File: src/rtl/blob_bbox_tracker.sv
// blob_bbox_tracker
//   Classifies each cleaned pixel from the morphology stage as foreground
//   (dark) or background, and accumulates a per-frame foreground count and
//   bounding box. The video stream passes through with one cycle of latency.
//   The previous frame's box outline is drawn over it when that box was valid.
//
// Ports
//   iCLK, iRST       pixel clock; asynchronous active-high reset
//   iFVAL            frame valid, high for the whole active frame
//   iDVAL, iDATA     pixel qualifier and 10-bit pixel
//   oDVAL, oDATA     pass-through stream with the box overlay, 1-cycle latency
//   oX_MIN..oY_MAX   bounding box of the last completed frame
//   oPIX_CNT         foreground count of the last completed frame
//   oBOX_VALID       oPIX_CNT >= MIN_PIXELS for the last completed frame
//   oFRAME_DONE      one-cycle pulse, coincident with the result update
module blob_bbox_tracker #(
  parameter int unsigned IMG_WIDTH  = 800,
  parameter int unsigned IMG_HEIGHT = 600,
  parameter logic [9:0]  THRESH     = 10'h200,
  parameter int unsigned MIN_PIXELS = 16,
  parameter logic [9:0]  BOX_COLOR  = 10'h000
) (
  input  logic        iCLK,
  input  logic        iRST,
  input  logic        iFVAL,
  input  logic        iDVAL,
  input  logic [9:0]  iDATA,
  output logic        oDVAL,
  output logic [9:0]  oDATA,
  output logic [11:0] oX_MIN,
  output logic [11:0] oX_MAX,
  output logic [11:0] oY_MIN,
  output logic [11:0] oY_MAX,
  output logic [19:0] oPIX_CNT,
  output logic        oBOX_VALID,
  output logic        oFRAME_DONE
);

  localparam int unsigned XYW = 12;
  localparam int unsigned CNTW = 20;
  localparam logic [XYW-1:0]  X_LAST  = XYW'(IMG_WIDTH - 1);
  localparam logic [XYW-1:0]  Y_LAST  = XYW'(IMG_HEIGHT - 1);
  localparam logic [CNTW-1:0] MIN_CNT = CNTW'(MIN_PIXELS);
  localparam logic [CNTW-1:0] CNT_MAX = {CNTW{1'b1}};
  localparam logic [9:0]      BG      = 10'h3FF;

  typedef enum logic [1:0] {
    IDLE   = 2'd0,
    ACTIVE = 2'd1,
    DONE   = 2'd2
  } state_t;

  state_t state, state_nxt;

  logic             fval_d;
  logic [XYW-1:0]   x, y;
  logic [CNTW-1:0]  cnt;
  logic [XYW-1:0]   xmin, xmax, ymin, ymax;

  logic fval_rise, fval_fall, fg, in_box, on_edge, outline;

  assign fval_rise = iFVAL & ~fval_d;
  assign fval_fall = ~iFVAL & fval_d;
  assign fg        = (iDATA < THRESH);

  // Overlay test against the previously published box
  assign in_box  = (x >= oX_MIN) && (x <= oX_MAX) && (y >= oY_MIN) && (y <= oY_MAX);
  assign on_edge = (x == oX_MIN) || (x == oX_MAX) || (y == oY_MIN) || (y == oY_MAX);
  assign outline = (state == ACTIVE) && oBOX_VALID && in_box && on_edge;

  // State register
  always_ff @(posedge iCLK or posedge iRST) begin
    if (iRST) state <= IDLE;
    else      state <= state_nxt;
  end

  // Next-state logic
  always_comb begin
    state_nxt = state;
    case (state)
      IDLE:    if (fval_rise) state_nxt = ACTIVE;
      ACTIVE:  if (fval_fall) state_nxt = DONE;
      DONE:    state_nxt = IDLE;
      default: state_nxt = IDLE;
    endcase
  end

  // Frame edge tracking; resets high so a frame in flight at reset is skipped
  always_ff @(posedge iCLK or posedge iRST) begin
    if (iRST) fval_d <= 1'b1;
    else      fval_d <= iFVAL;
  end

  // Position counters and per-frame accumulators
  always_ff @(posedge iCLK or posedge iRST) begin
    if (iRST) begin
      x    <= '0;
      y    <= '0;
      cnt  <= '0;
      xmin <= '0;
      xmax <= '0;
      ymin <= '0;
      ymax <= '0;
    end else if (state == IDLE && state_nxt == ACTIVE) begin
      x    <= '0;
      y    <= '0;
      cnt  <= '0;
      xmin <= {XYW{1'b1}};
      xmax <= '0;
      ymin <= {XYW{1'b1}};
      ymax <= '0;
    end else if (state == ACTIVE && iDVAL) begin
      if (fg) begin
        if (cnt != CNT_MAX) cnt <= cnt + CNTW'(1);
        if (x < xmin) xmin <= x;
        if (x > xmax) xmax <= x;
        if (y < ymin) ymin <= y;
        if (y > ymax) ymax <= y;
      end
      // X is positional; extra lines fold onto the last row
      if (x == X_LAST) begin
        x <= '0;
        if (y != Y_LAST) y <= y + XYW'(1);
      end else begin
        x <= x + XYW'(1);
      end
    end
  end

  // Result publication on the DONE cycle
  always_ff @(posedge iCLK or posedge iRST) begin
    if (iRST) begin
      oPIX_CNT    <= '0;
      oX_MIN      <= '0;
      oX_MAX      <= '0;
      oY_MIN      <= '0;
      oY_MAX      <= '0;
      oBOX_VALID  <= 1'b0;
      oFRAME_DONE <= 1'b0;
    end else begin
      oFRAME_DONE <= (state == DONE);
      if (state == DONE) begin
        oPIX_CNT   <= cnt;
        oBOX_VALID <= (cnt >= MIN_CNT);
        if (cnt != '0) begin
          oX_MIN <= xmin;
          oX_MAX <= xmax;
          oY_MIN <= ymin;
          oY_MAX <= ymax;
        end else begin
          oX_MIN <= '0;
          oX_MAX <= '0;
          oY_MIN <= '0;
          oY_MAX <= '0;
        end
      end
    end
  end

  // Video pass-through with the outline overlay
  always_ff @(posedge iCLK or posedge iRST) begin
    if (iRST) begin
      oDVAL <= 1'b0;
      oDATA <= BG;
    end else begin
      oDVAL <= iDVAL;
      if (!iDVAL)      oDATA <= BG;
      else if (outline) oDATA <= BOX_COLOR;
      else             oDATA <= iDATA;
    end
  end

endmodule

File: config.mk
export PLATFORM = sky130hd
export DESIGN_NAME = blob_bbox_tracker
export DESIGN_NICKNAME = d
export VERILOG_FILES = /design/src/rtl/blob_bbox_tracker.sv
export SDC_FILE = /design/constraint.sdc
export NUM_CORES = 1
export LEC_CHECK = 0
export BUFFER_PORTS_ARGS = -buffer_cell sky130_fd_sc_hd__buf_2
export CAP_MARGIN = 10
export CELL_PAD_IN_SITES_DETAIL_PLACEMENT = 0
export CELL_PAD_IN_SITES_GLOBAL_PLACEMENT = 1
export CORE_MARGIN = 2
export CORE_UTILIZATION = 27
export DETAILED_ROUTE_END_ITERATION = 10
export PLACE_DENSITY = 0.49
export SLEW_MARGIN = 10
export SYNTH_ARGS = -nofsm -noshare
export SYNTH_HDL_FRONTEND = slang
export SYNTH_SLANG_ARGS = --single-unit
export TNS_END_PERCENT = 1
File: constraint.sdc
create_clock -name iCLK -period 11.41 [get_ports iCLK]
set_input_delay 0.5705 -clock iCLK [delete_from_list [all_inputs] [get_ports iCLK]]
set_output_delay 0.5705 -clock iCLK [all_outputs]
set_load 0.05 [all_outputs]
Word-level counts from Yosys, hierarchy flattened --
Index checks and enable logic that the tools add are counted.
Storage, ports and cells: register bits 176, bits in latches 0, RAM bits 0, bits in read-only memories 0, input port bits 14, logic and storage cells 109, memories kept 0
Cells by class: add/sub/neg operators 3, multipliers 0, divide/modulo/power cells 0, $lt $le $gt $ge 10, equality and inequality tests 10, shift operators 0, mux-type cells 36, bitwise logic cells 4, reduce and logical (&&, ||, !) cells 28
Operators by type and width (count):
- $mux W12 | 27
- $mux W20 | 4
- $eq A12 B12 Y1 | 4
- $add A12 B1 Y12 const B | 2
- $ge A12 B12 Y1 | 2
- $gt A12 B12 Y1 | 2
- $le A12 B12 Y1 | 2
- $lt A12 B12 Y1 | 2
- $add A20 B1 Y20 const B | 1
- $ge A20 B5 Y1 const B | 1
- $mux W10 | 2
- $ne A20 B20 Y1 const B | 1
- $reduce_bool A20 Y1 | 1
- $reduce_and A3 Y1 | 6
- $reduce_bool A2 Y1 | 9
- $eq A12 B10 Y1 const B | 1
- $ne A12 B10 Y1 const B | 1
- $lt A10 B10 Y1 const B | 1
- $logic_and A1 B1 Y1 | 8
- $eq A2 B1 Y1 const B | 2
- $mux W2 | 2
- $pmux W2 S2 | 1
- $logic_or A1 B1 Y1 | 3
- $and A1 B1 Y1 | 2
- 3 further kinds | 4

Longest topological paths before layout --
depth after elaboration 8, depth in mapped cells 9, mapped depth without buffers 8

Least setup slack after synthesis --
Ideal clock, no wire load.
path kind register to register, start point register oY_MAX[1], end point register oDATA[0], setup time 0.102 ns, data arrival time 2.479 ns, required time 11.308 ns, setup slack 8.829 ns, stages on the path, launching flop included 9, path buffers 0, period minus slack after synthesis 2.581 ns, path through dfrtp_1 inv_1 ha_1 nor2b_1 o211ai_1 a211oi_1 or4b_1 a2111oi_4 a21oi_1
On the way: cells in the longest elaborated chain, start to end 6, elaborated cells on any way between the ends 8, those cells by class 1 x order compare; 1 x eq/ne; 2 x mux; 4 x reduce/logical
RTL lines:
- from (decl) | line 33 | output logic [11:0] oY_MAX,
- from (signal assigned) | line 149 | oY_MAX <= ymax;
- $le A12 B12 Y1 | line 67 | assign in_box = (x >= oX_MIN) && (x <= oX_MAX) && (y >= oY_MIN) && (y <= oY_MAX);
- $logic_and A1 B1 Y1 | line 67
- $logic_and A1 B1 Y1 | line 69 | assign outline = (state == ACTIVE) && oBOX_VALID && in_box && on_edge;
- $logic_and A1 B1 Y1 * | line 69
- $mux W10 * | line 168 | else if (outline) oDATA <= BOX_COLOR;
- $mux W10 * | line 167 | if (!iDVAL) oDATA <= BG;
- to (signal assigned) | line 169 | else oDATA <= iDATA;
- to (decl) | line 29 | output logic [9:0] oDATA,
Every way passes the cells marked *; elsewhere a longest branch is shown, timed or not. A chain may end at the register's enable or synchronous reset.

Worst setup path in the final report --
start point register state[1], end point register y[10]
On the way: cells in the longest elaborated chain, start to end 6, elaborated cells on any way between the ends 13, those cells by class 2 x eq/ne; 4 x mux; 7 x reduce/logical
RTL lines:
- from (decl) | line 53 | state_t state, state_nxt;
- from (signal assigned) | line 74 | else state <= state_nxt;
- $eq A2 B1 Y1 (tied with other cells) | line 80, 112
- $pmux W2 S2 | line 80 | case (state)
- $eq A2 B1 Y1 | line 104 | end else if (state == IDLE && state_nxt == ACTIVE) begin
- $logic_and A1 B1 Y1 | line 104
- $reduce_bool A2 Y1 (no source line)
- $reduce_and A3 Y1 (no source line)
- to (signal assigned) | line 123 | if (y != Y_LAST) y <= y + XYW'(1);
- to (decl) | line 56 | logic [XYW-1:0] x, y;
Several ways; a longest one is shown, not always the timed one.

==> reports/results.ini <==
[logic_synthesis]
yosys_warnings = 0
synth_edf_count = 0
synth_mux_area_frac = 0.0271
synth-adder-area-share = 0.128
netlist_area_mm2 = 0.00961
netlist_instances = 1021
ys_ff_latch = 176
synthSimpleGateAreaFrac = 0.158
synth_top_family_by_area = simple AND/OR/NAND/NOR gates
synth_compound_area_frac = 0.141
syn_area_per_cell_um2 = 9.41
ys_async_sr_fraction = 1.00
synth_nets = 1133
synth-seq-area-share = 0.460
synth_cell_types = 69
synth-xor-area-share = 0.0219
synth_ff_type = dfrtp_1

[critical_path]
crit_path_top_delay_cell = buf_4
cp-start-kind = flop
cp_common_cell = buf_4
path_buf_inv = 2
path_cells = nor4b_4, buf_4, buf_4, a41o_1, and4_4, nand3_2, or3_1, a21oi_1
worstPathArrival_ns = 3.50
endpoint_kind = flop
cpPeakStageDelay_ns = 0.59
crit_family = simple AND/OR/NAND/NOR gates
crit_type = flop to flop
required_ns = 11.78
worstPathMaxFanout = 52

[finish]
num_antenna_cells = 0
regArea_mm2 = 0.00442
area_growth_pct = 16.9
multiInputGateArea_mm2 = 0.00459
fin_cells = 1579
final_cell_mix = dfrtp_1 (165), nand2_1 (139), inv_1 (118)
final_common_cell = dfrtp_1
fill_cells = 3733
drive_above_1_share = 0.160
fin_nets = 1217
final_util = 0.318

[power]
total_power_uw = 2240
switching_power_uw = 891
ir_drop_uv = 117
netSwitchingFraction = 0.398
clkPwrFrac = 0.289
powerDensity_mw_per_mm2 = 200
power_leakage_uw = 0.00543
internal-power_uw = 1350
pwr-share-comb = 0.343
seq_power_share = 0.369

[global_routing]
grt_pass1_wl_um = 43600
antenna_found_initial = 0
grt_overflow = 0
grt_max_degree = 121
grt_pass1_vias = 7568
track_usage = 0.154

[worst_hold_path]
hold_class = input port to asynchronous set/reset pin

[cts]
numCtsBuffers = 17
cts_buffer_depth = 2
h-tree-depth = 4
clk_pin_slew_ns = 0.07
post_cts_buffers = 0
post_cts_resized = 0
cts_tree = done
clock_latency_ns = 0.44
cts_hold_buf = 0
cts.sinks = 176
cts-root-buf = clkbuf_16

[die]
die_h_um = 193
io_pins = 95
die_x_um = 193
start_util = 0.272
num_rows = 69
core_area_mm2 = 0.0353
die-area_mm2 = 0.0371

[detailed_routing]
viasPerCell = 4.70
drt_iter0_drc = 266
vias = 7414
drt-pass1-iter-count = 4
wl_per_cell_um = 17.2
routed_wl_um = 27200
drc = 0
antenna_left = 0

[sta]
slew_viol_final = 0
period_share = 0.274
fin_worst_skew_ns = 0.0103
rsz0062_at_grt = no
report.final.hold_viol_count = 0
timing.slew.headroom = 0.248
worst_pin_slew_ns = 1.13
setup_viol = 0
min_period_ns = 3.13
fmaxAchievable_mhz = 320
fin_setup_tns_ns = 0

[flow_run]
drv_cap = 0

[placed_design]
placed_cells = 1547
place.gp.congestion = 0.755
hpwl_um = 18900
port-buffer-count = 94

[status]
status = finished clean

## cells in the mapped netlist (3+ instances only)
master    instances  area share
dfrtp_1         165        0.43
nand2_1         139       0.054
inv_1           120       0.047
o21ai_0          99       0.052
ha_1             98        0.13
a21oi_1          70       0.036
nor2_1           52       0.020
clkbuf_1         28       0.011
nand4_1          23       0.015
nand3_1          21       0.011
mux2_2           16       0.019
a21o_1           15       0.012
xnor2_1          15       0.014
nor3_1           12      0.0063
dfstp_2          11       0.030
or3_1            10      0.0065
nor4_1            9      0.0059
xor2_1            9      0.0082
mux2i_1           8      0.0083
and3_1            6      0.0039
and4_1            6      0.0055
nor2b_1           6      0.0039
a211o_1           4      0.0036
a221oi_1          4      0.0036
a22o_1            4      0.0036
buf_2             4      0.0021
nand2b_1          4      0.0026
o211ai_1          4      0.0031
o21a_1            4      0.0031
a31oi_1           3      0.0020
nor4_2            3      0.0039
## flip-flops by register name, summed over array words and instances, names as in the netlist, 2 cells and up
| name | cells |
|---|---|
| x | 12 |
| ymin | 12 |
| oPIX_CNT | 20 |
| oDATA | 10 |
| ymax | 12 |
| oY_MIN | 12 |
| xmin | 12 |
| cnt | 20 |
| xmax | 12 |
| oX_MAX | 12 |
| y | 12 |
| oX_MIN | 12 |
| oY_MAX | 12 |
| state | 2 |
## final cells by class
type / count / area share
clock inverters: 12 / 0.0162
inverters: 120 / 0.0408
repair buffers: 104 / 0.0486
clock buffers: 20 / 0.0407
flip-flops and latches: 176 / 0.393
multi-input cells: 686 / 0.409
well taps: 461 / 0.0514
## power groups by stage
stage	combinational, µW	sequential [µW]	clock (µW)
5_1_grt	860	845	698
3_3_place_gp	783	840	0
6_report	768	826	647
4_1_cts	783	831	675
3_5_place_dp	780	842	0
2_1_floorplan	372	1010	0
## through the flow
stage                     worst slack (ns)  instance area [µm²]  hold WS (ns)
after floorplan                       6.08                 9610         0.450
after global placement                8.13                10600         0.459
after detailed placement              8.15                10600         0.463
after CTS                             8.24                11200         0.221
after global routing                  8.00                11200         0.236
final                                 8.28                11200         0.229
## final timing paths
check | startpoint | end | slack, ns | cells past startpoint
worst max-delay path | state[1]$_DFF_PP0_ | y[10]$_DFFE_PP0P_ | 8.28 | 8
worst min-delay path | iRST | oY_MAX[9]$_DFFE_PP0P_ | 0.23 | 2
worst max register to register | state[1]$_DFF_PP0_ | y[10]$_DFFE_PP0P_ | 8.28 | 8
worst min register to register | oPIX_CNT[13]$_DFFE_PP0P_ | oPIX_CNT[13]$_DFFE_PP0P_ | 0.47 | 2
max in group asynchronous | iRST | cnt[8]$_DFFE_PP0P_ | 9.68 | 3
min in group iCLK | iFVAL | fval_d$_DFF_PP1_ | 0.25 | 1
## cells by family after synthesis
family / after synthesis
buffers and inverters: 159
and+or+nand+nor: 311
DFF: 176
muxes: 24
AOI/OAI and AO/OA: 229
xor gates and xnor gates: 24
adders and majority gates: 98
## worst reg2reg max path: stages, from the launching register on
cell and delay, ns:
dfrtp_1 0.47, nor4b_4 0.29, buf_4 0.30, buf_4 0.60, a41o_1 0.46, and4_4 0.32
nand3_2 0.10, or3_1 0.37, a21oi_1 0.14
## layer usage
| metal | routed length, µm | track usage | up-vias |
|---|---|---|---|
| met1 | 13200 | 0.212 | 3618 |
| met3 | 641 | 0.0235 | 20 |
| met4 | 346 | 0.0443 | 0 |
| li1 | - | - | 3694 |
| met2 | 13000 | 0.252 | 82 |
| met5 | 0 | 0 | - |
Note: power is estimated with default switching activity, not from simulation.
